--- src/rtl/conv_pkg.sv ---
// Shared types and width helpers for the convolution window controller.
package conv_pkg;

    typedef enum logic [1:0] {
        IDLE,
        RUN,
        DONE
    } conv_ctrl_state_t;

    localparam int unsigned MIN_CNT_W = 1;

    // Counter width for a range of n values, never narrower than one bit.
    function automatic int unsigned cnt_w(input int unsigned n);
        return (n < 2) ? MIN_CNT_W : $clog2(n);
    endfunction

endpackage

--- src/rtl/conv_pos_counter.sv ---
// Raster position counter: col wraps at IMG_W-1 and carries into row; flags the last pixel.
module conv_pos_counter
    import conv_pkg::*;
#(
    parameter int IMG_W = 28,
    parameter int IMG_H = 28,
    parameter int COL_W = cnt_w(IMG_W),
    parameter int ROW_W = cnt_w(IMG_H)
) (
    input  logic             clk,
    input  logic             rst,
    input  logic             clear,
    input  logic             inc,
    output logic [COL_W-1:0] col,
    output logic [ROW_W-1:0] row,
    output logic             last
);

    localparam logic [COL_W-1:0] COL_LAST = COL_W'(IMG_W - 1);
    localparam logic [ROW_W-1:0] ROW_LAST = ROW_W'(IMG_H - 1);

    // NOTE: sequential state uses non-blocking assignments so every flop samples pre-edge values.
    always_ff @(posedge clk) begin
        if (rst || clear) begin
            col <= '0;
            row <= '0;
        end else if (inc) begin
            if (col == COL_LAST) begin
                col <= '0;
                row <= (row == ROW_LAST) ? '0 : row + ROW_W'(1);
            end else begin
                col <= col + COL_W'(1);
            end
        end
    end

    assign last = (col == COL_LAST) && (row == ROW_LAST);

endmodule

--- src/rtl/conv_window_ctrl.sv ---
// Delay-line window sequencer: accepts one raster frame and flags complete KxK windows.
// Optional build macro CONV_WIN_STRIDE2_EN restricts windows to even row/col (stride 2).
module conv_window_ctrl
    import conv_pkg::*;
#(
    parameter int WIDTH = 18,
    parameter int IMG_W = 28,
    parameter int IMG_H = 28,
    parameter int K     = 3
) (
    input  logic                     clk,
    input  logic                     rst,
    input  logic                     start,
    output logic                     busy,
    output logic                     done,
    input  logic                     in_valid,
    output logic                     in_ready,
    input  logic [WIDTH-1:0]         in_data,
    output logic                     sr_en,
    output logic [WIDTH-1:0]         sr_data,
    output logic                     win_valid,
    output logic [$clog2(IMG_H)-1:0] win_row,
    output logic [$clog2(IMG_W)-1:0] win_col
);

    localparam int COL_W = $clog2(IMG_W);
    localparam int ROW_W = $clog2(IMG_H);
    localparam logic [COL_W-1:0] COL_K1 = COL_W'(K - 1);
    localparam logic [ROW_W-1:0] ROW_K1 = ROW_W'(K - 1);

    conv_ctrl_state_t state, state_next;

    logic             accept;
    logic             clear;
    logic             last;
    logic [COL_W-1:0] col;
    logic [ROW_W-1:0] row;
    logic [COL_W-1:0] wc;
    logic [ROW_W-1:0] wr;
    logic             win_hit;
    logic             win_ok;

    assign in_ready = (state == RUN);
    assign busy     = (state != IDLE);
    assign done     = (state == DONE);
    assign accept   = in_valid && in_ready;
    assign clear    = (state == IDLE) && start;

    conv_pos_counter #(
        .IMG_W(IMG_W),
        .IMG_H(IMG_H),
        .COL_W(COL_W),
        .ROW_W(ROW_W)
    ) u_pos (
        .clk  (clk),
        .rst  (rst),
        .clear(clear),
        .inc  (accept),
        .col  (col),
        .row  (row),
        .last (last)
    );

    always_ff @(posedge clk) begin
        if (rst) state <= IDLE;
        else     state <= state_next;
    end

    // NOTE: next-state defaults to the current state before the case, so no latch is inferred.
    always_comb begin
        state_next = state;
        case (state)
            IDLE:    if (start) state_next = RUN;
            RUN:     if (accept && last) state_next = DONE;
            DONE:    state_next = IDLE;
            default: state_next = IDLE;
        endcase
    end

    // Offsets are only consumed while win_hit holds, so they never underflow in use.
    assign win_hit = (row >= ROW_K1) && (col >= COL_K1);
    assign wr      = row - ROW_K1;
    assign wc      = col - COL_K1;

`ifdef CONV_WIN_STRIDE2_EN
    assign win_ok = win_hit && !wr[0] && !wc[0];
`else
    assign win_ok = win_hit;
`endif

    always_ff @(posedge clk) begin
        if (rst) begin
            sr_en     <= 1'b0;
            sr_data   <= '0;
            win_valid <= 1'b0;
            win_row   <= '0;
            win_col   <= '0;
        end else begin
            sr_en     <= accept;
            win_valid <= accept && win_ok;
            if (accept) begin
                sr_data <= in_data;
                win_row <= wr;
                win_col <= wc;
            end
        end
    end

endmodule

--- config.mk ---
export PLATFORM = sky130hd
export DESIGN_NAME = conv_window_ctrl
export DESIGN_NICKNAME = d
export VERILOG_FILES = /design/src/rtl/conv_pkg.sv /design/src/rtl/conv_pos_counter.sv /design/src/rtl/conv_window_ctrl.sv
export SDC_FILE = /design/constraint.sdc
export NUM_CORES = 1
export LEC_CHECK = 0
export ABC_AREA = 1
export CORE_MARGIN = 2
export CORE_UTILIZATION = 35
export DETAILED_ROUTE_END_ITERATION = 16
export SETUP_SLACK_MARGIN = 0.05
export SLEW_MARGIN = 15
export SYNTH_ARGS = -nofsm -noshare
export SYNTH_HDL_FRONTEND = slang
export SYNTH_HIERARCHICAL = 1
export SYNTH_SLANG_ARGS = --single-unit
--- constraint.sdc ---
create_clock -name clk -period 4.3 [get_ports clk]
set_clock_uncertainty 0.1 [all_clocks]
set_input_delay 0.86 -clock clk [delete_from_list [all_inputs] [get_ports clk]]
set_output_delay 0.86 -clock clk [all_outputs]
set_load 0.005 [all_outputs]
Word level (Yosys, flattened, before mapping) --
Index checks and enable logic that the tools add are counted.
Cells by class: add/sub/neg operators 4, order comparisons 2, equality and inequality tests 6, muxes and demuxes 5, reduce and logical (&&, ||, !) cells 11
Operators by type and width (count):
- $add 5x1->5 const B | 2
- $eq 5x5->1 const B | 2
- $ge 5x2->1 const B | 2
- $mux 5 | 2
- $sub 5x2->5 const B | 2
- $logic_and 1x1->1 | 6
- $mux 2 | 2
- $pmux 2 s2 | 1
- $reduce_and 2->1 | 2
- $eq 2x1->1 const B | 1
- $eq 2x2->1 const B | 1
- $logic_not 2->1 | 1
- $ne 2x1->1 const B | 1
- $ne 2x2->1 const B | 1
- $reduce_bool 2->1 | 1
- $logic_or 1x1->1 | 1
Word-level totals: bits in registers 42, output and inout port bits 33

Depth between registers and ports, before layout --
Gate-level depths: netlist of the first run.
depth after elaboration 5, depth in mapped cells 10, depth with buffers taken out 8

Modules after synthesis --
Netlist of the first run, hierarchy kept.
By module, submodules not included:
- conv_window_ctrl | times used 1, cells each 176, area an instance 1318.8 µm²
- conv_pos_counter | times used 1, cells each 76, area an instance 563.0 µm²

Worst setup path before layout of the first run --
No wires, ideal clock.
path type input to register, start point in in_valid, end point reg u_pos.col[3], setup time 0.114 ns, arrival 1.693 ns, slack 2.392 ns, cell stages on the path 8, path buffers 2, path through nand3_4 inv_2 buf_6 buf_2 nand2_1 nor2_1 xor2_1 nor2_1
On the way: cells in the longest elaborated chain, start to end 1
Ends and longest elaborated chain:
- start: declaration | line conv_window_ctrl.sv:16 | input logic in_valid,
- $logic_and 1x1->1 | line conv_window_ctrl.sv:46 | assign accept = in_valid && in_ready;
- named net accept | line conv_window_ctrl.sv:33 | logic accept;
- end signal: assignment | line conv_pos_counter.sv:32 | col <= col + COL_W'(1);
- end: declaration | line conv_pos_counter.sv:14 | output logic [COL_W-1:0] col,
The timed path passes the listed nets, and every way through them passes these cells. A chain may end at the register's enable or synchronous reset.

Final worst setup path of the first run --
start point in in_valid, end point reg u_pos.col[3]
On the way: cells in the longest elaborated chain, start to end 1
Ends and longest elaborated chain (line):
- $logic_and 1x1->1 | conv_window_ctrl.sv:46
Every way passes these cells.

==> results.ini, run 1 <==
[cells_and_area]
area_delta_synth_final_pct=37.03
finish.instance_area_um2=2579
fin_nets=330
antenna_cells=0
fillers=538
layout-drive-gt1-share=0.07213

[critical_path]
start_kind=input pin
crit_buf_inv=2
required_ps=4390
path_common_cell=nor2_1
max_stage_delay_ps=610
critPathSlowestCell=inv_2
crit_end=u_pos/col[3]$_SDFFE_PP0P_
worstPathMaxFanout=38
reg2reg_depth=6
setup.worst_path.start=in_valid
critPathKind=in -> reg
crit_arrival_ps=2850
end_kind=flip-flop
crit_chain=clkdlybuf4s50_1 -> nand3_4 -> inv_2 -> nand2_1 -> nor2_1 -> xor2_1 -> nor2_1
reg2reg_to=u_pos/col[3]$_SDFFE_PP0P_
r2r-start=state[0]$_SDFFE_PP0P_
path_depth=7
r2r_setup_slack_ps=2190
cp_top_family=buffers and inverters

[placement]
post_dp_cell_area_um2=2436
gp_congestion=0.7107
hpwl_um=3043
portBuffers=54

[synth]
yosys_register_bits=42
syn_area_um2=1882
synth-compound-area-share=0.09176
yosysUniqueCellTypes=20
synth_top_area_cell=dfxtp_1
synth_fp_nets=278
synth_xor_area_frac=0.02327
avgSynthCellArea_um2=7.467
async_reset_ff_frac=0
synth_top_cell_area_share=0.4468
synth_top_family_by_area=simple AND/OR/NAND/NOR gates
synthAdderAreaFrac=0.02660
yosys-top-cells-count=nand2_1, dfxtp_1, a21oi_1, inv_1, nor2_1
synth-edff-count=0
synthFlopType=dfxtp_1
synthMuxAreaShare=0
synthMostInstantiatedCell=nand2_1
syn_inst=252
synth.area.top_cells=dfxtp_1, nand2_1, a21oi_1
seq_area_frac_synth=0.4468
yosys_warnings=6
synthSimpleGateAreaFrac=0.3145

[hold_path]
hold_path_class=reg -> reg

[sta]
period_share=0.6421
finalHoldViolations=0
min_period_ps=2761
finalSetupViolations=0
tightest_slew_ps=795.1
rsz0062_at_grt=false
slew_viol_final=0
relSlewSlack=0.4683
max_clock_freq_ghz=0.3622
fin_setup_tns_ps=0

[power]
power_leakage_nw=1.012
p_per_area_nw_per_um2=344.4
power_mw=0.8880
ir_drop_mv=0.1289

[clock_network]
cts_setup_buffers=0
path_clk_slew_ps=80
cts_root_buf=clkbuf_8
cts_buffers=5
cts_buffer_depth=2
holdBufCountCts=0
insertion_delay_ps=290
clock-sinks=42
cts_resized=0
htreeDepth=2
cts_tree=built

[die]
die-width_um=77.33
die_area_um2=5979
io_pins=55
core_area_um2=5140
initial_core_util=0.3661
die_h_um=77.33
row_count=26

[global_route]
grt.total_usage=0.1505
grt_first_pass_wirelength_um=7369
grt_pass1_vias=1616
overflow=0
grt_max_degree=39
antenna_found_initial=0

[drt]
drt-initial-drc-count=51
postRouteWirelength_um=4307
wl_per_cell_um=11.49
vias=1723
drc=0
ant_nets=0
drt_pass1_iterations=4
vias_per_cell=4.595

[outcome]
status=completed

[flow_run]
maxCapViolCount=0

-- area by class of cell --
class                   instances  area, µm²  share of cell area
multi-input cells             173      858.3              0.3328
flip-flops and latches         42      840.8              0.3261
repair buffers                 55      548.0              0.2125
inverters                      27      101.3             0.03930
well taps                      70      87.58             0.03396
clock buffers                   6      82.58             0.03202
clock inverters                 2      60.06             0.02329
-- layer usage --
| metal | wire [µm] | GRT usage | vias to the layer above | part of all wire |
|---|---|---|---|---|
| li1 | - | - | 893 | - |
| met3 | 212 | 0.03882 | 5 | 0.049 |
| met2 | 1935 | 0.2322 | 42 | 0.45 |
| met1 | 2126 | 0.2071 | 783 | 0.49 |
| met5 | 0 | 0 | - | 0 |
| met4 | 33 | 0.04286 | 0 | 0.0077 |
-- tightest hold or removal path: stages (launching register included) --
cell and delay [ps]:
dfxtp_1 310, nand2_1 60, a21oi_1 50
-- cell families after synthesis --
logic type | after synthesis
AO/OA/AOI/OAI | 34
AND/OR/NAND/NOR | 130
flip-flops | 42
adder cells (fa/ha/maj) | 4
XOR/XNOR | 5
buffers and inverters | 37
-- how the worst min path moves through the flow --
stage          cells after the start                      from                       end  slack (ps)
2_1_floorplan                      2  sr_data[10]$_SDFFE_PP0P_  sr_data[10]$_SDFFE_PP0P_         360
4_1_cts                            2   sr_data[9]$_SDFFE_PP0P_   sr_data[9]$_SDFFE_PP0P_         370
5_1_grt                            2   sr_data[9]$_SDFFE_PP0P_   sr_data[9]$_SDFFE_PP0P_         390
3_5_place_dp                       2   sr_data[9]$_SDFFE_PP0P_   sr_data[9]$_SDFFE_PP0P_         360
3_3_place_gp                       2  sr_data[13]$_SDFFE_PP0P_  sr_data[13]$_SDFFE_PP0P_         350
6_report                           2  sr_data[12]$_SDFFE_PP0P_  sr_data[12]$_SDFFE_PP0P_         370
-- report_power, final --
group / internal, mW / total, mW / switching, mW
sequential: 0.402 / 0.411 / 0.00836
clock: 0.248 / 0.383 / 0.135
combinational: 0.0525 / 0.0946 / 0.0421
total: 0.703 / 0.888 / 0.185
-- flip-flops by register name (all words and copies together), names as in the netlist --
signal,count
sr_en,1
u_pos/col,5
u_pos/row,5
win_valid,1
sr_data,18
win_col,5
win_row,5
state,2
-- metrics by stage --
stage                     setup WS (ps)  utilization  instances  hold WS (ps)
after global routing               1344       0.5017        375         386.6
after global placement             1276       0.4740        367         351.9
after floorplan                    2392            -        252         359.8
after detailed placement           1223       0.4740        367         355.1
final                              1539       0.5017        375         365.8
after CTS                          1527       0.5017        375         367.2
-- cells in the final DEF, fill, tap and decap left out --
cell type	synthesis	final
nor4_1	1	1
ha_1	4	4
o21ai_0	6	6
nor3b_1	1	1
dfxtp_1	42	42
clkdlybuf4s50_1	0	54
bufinv_16	0	2
buf_4	0	1
a21oi_1	27	27
inv_2	5	5
nand3_1	9	9
nand3_4	2	2
nand2_1	84	84
inv_1	22	22
nand2_4	1	1
xor2_1	5	5
a21boi_0	1	1
nand4_1	6	6
nor3_2	1	1
nor2_4	4	4
nor2_1	21	21
clkbuf_8	0	6
Note: power is estimated with default switching activity, not from simulation.
==> run 2, diff against run 1 <==
==> constraint.sdc (replaced) <==
create_clock -name clk -period 2.75 [get_ports clk]
set_clock_uncertainty 0.1 [all_clocks]
set_input_delay 0.55 -clock clk [delete_from_list [all_inputs] [get_ports clk]]
set_output_delay 0.55 -clock clk [all_outputs]
set_load 0.005 [all_outputs]
==> results.ini, run 2 (synthesis gave the netlist of run 1 again) <==
[outcome]
status=completed

[global_route]
antenna_found_initial=0  ; unchanged
grt_max_degree=30  ; -23%
grt_first_pass_wirelength_um=7086  ; -3.8%
grt.total_usage=0.1451  ; -0.005437
grt_pass1_vias=1538  ; -4.8%
overflow=0  ; unchanged

[sta]
relSlewSlack=0.7194  ; +0.2511
max_clock_freq_ghz=0.4989
finalSetupViolations=0  ; unchanged
period_share=0.7289
rsz0062_at_grt=false
min_period_ps=2004
fin_ws_ps=745.5  ; -793.4 ps
fin_setup_tns_ps=0  ; unchanged
hold_ws_ps=366.7  ; +0.9120 ps
slew_viol_final=0  ; unchanged
finalHoldViolations=0  ; unchanged
tightest_slew_ps=417.1  ; -378.0 ps

[die]
row_count=26  ; unchanged
die-width_um=77.33  ; unchanged
die_h_um=77.33  ; unchanged
die_area_um2=5979  ; unchanged
core_area_um2=5140  ; unchanged
io_pins=55  ; unchanged
initial_core_util=0.3661  ; unchanged

[cells_and_area]
utilization=0.4976  ; -0.004138
antenna_cells=0  ; unchanged
area_delta_synth_final_pct=35.90
final_common_cell=nand2_1
finalNonFillerCells=379  ; +1.1%
top_register=sr_data
fin_nets=334  ; +1.2%
largest_reg_flops=18  ; unchanged
layout-drive-gt1-share=0.08091  ; +0.008775
final_cell_mix=nand2_1, clkdlybuf4s50_1, dfxtp_1
finish.instance_area_um2=2557  ; -0.82%

[clock_network]
htreeDepth=2  ; unchanged
cts_resized=0  ; unchanged
holdBufCountCts=0  ; unchanged
path_clk_slew_ps=80  ; about the same
insertion_delay_ps=290  ; about the same
clock-sinks=42  ; unchanged
cts_setup_buffers=0  ; unchanged
cts_buffer_depth=2  ; unchanged
cts_buffers=5  ; unchanged
cts_root_buf=clkbuf_8
cts_tree=built

[placement]
gp_congestion=0.7507  ; +5.6%
pre_cts_ws_ps=621.6  ; -601.7 ps
dp.cells=371  ; +1.1%
hpwl_um=3045  ; about the same
post_dp_cell_area_um2=2466  ; +1.2%
portBuffers=54  ; unchanged

[power]
power_leakage_nw=1.008  ; -0.34%
ir_drop_mv=0.1623  ; +26%
p_per_area_nw_per_um2=467.2  ; +36%
power_mw=1.195  ; +35%

[drt]
vias_per_cell=4.478  ; -2.5%
drc=0  ; unchanged
drt_pass1_iterations=4  ; unchanged
ant_nets=0  ; unchanged
drt-initial-drc-count=59  ; +16%
wl_per_cell_um=11.12  ; -3.2%
vias=1697  ; -1.5%
postRouteWirelength_um=4215  ; -2.1%

[critical_path]
start_kind=flip-flop
critPathKind=reg -> out
crit_arrival_ps=1350  ; -1500 ps
end_kind=output port
worstPathMaxFanout=4  ; -89%
required_ps=2100  ; -2290 ps

[flow_run]
maxCapViolCount=0  ; unchanged

[hold_path]
hold_path_class=reg -> reg

## run 2: cell count changes in the layout (fill, tap and decap cells not counted), sizes merged
cell,delta
buf,+4
bufinv,-2
clkbuf,+1
clkinv,+1
## run 2: worst max-delay path: stages, from the launching register on
cell and delay (ps):
dfxtp_1 410, nand2_1 70, inv_1 80, clkdlybuf4s50_1 510
## run 2: final timing paths
path	from	endpoint	slack (ps)	cells after the start
hold / removal	sr_data[7]$_SDFFE_PP0P_	sr_data[7]$_SDFFE_PP0P_	370	2
setup / recovery	state[0]$_SDFFE_PP0P_	in_ready	750	3
hold reg to reg	sr_data[7]$_SDFFE_PP0P_	sr_data[7]$_SDFFE_PP0P_	370	2
setup reg to reg	u_pos/row[0]$_SDFFE_PP0P_	state[0]$_SDFFE_PP0P_	1000	6
## run 2: layout make-up
class                      count  area [µm²]
fill                         564        2582
inverter                      27       101.3
tap                           70       87.58
timing repair buffer          59       578.1
multi-input combinational    173       858.3
clock inverter                 1       5.005
sequential                    42       840.8
clock buffer                   7       86.33
## run 2: per-layer routing
metal	vias to the layer above	track usage	share of wire
met1	743	0.1919	0.48
met3	4	0.04706	0.068
li1	902	-	-
met2	48	0.2278	0.44
met4	0	0.03750	0.0097
met5	-	0	0
## run 2: where the power goes
group / switching, mW / internal [mW]
Clock: 0.200 / 0.203
Sequential: 0.0119 / 0.629
Combinational: 0.0658 / 0.0856
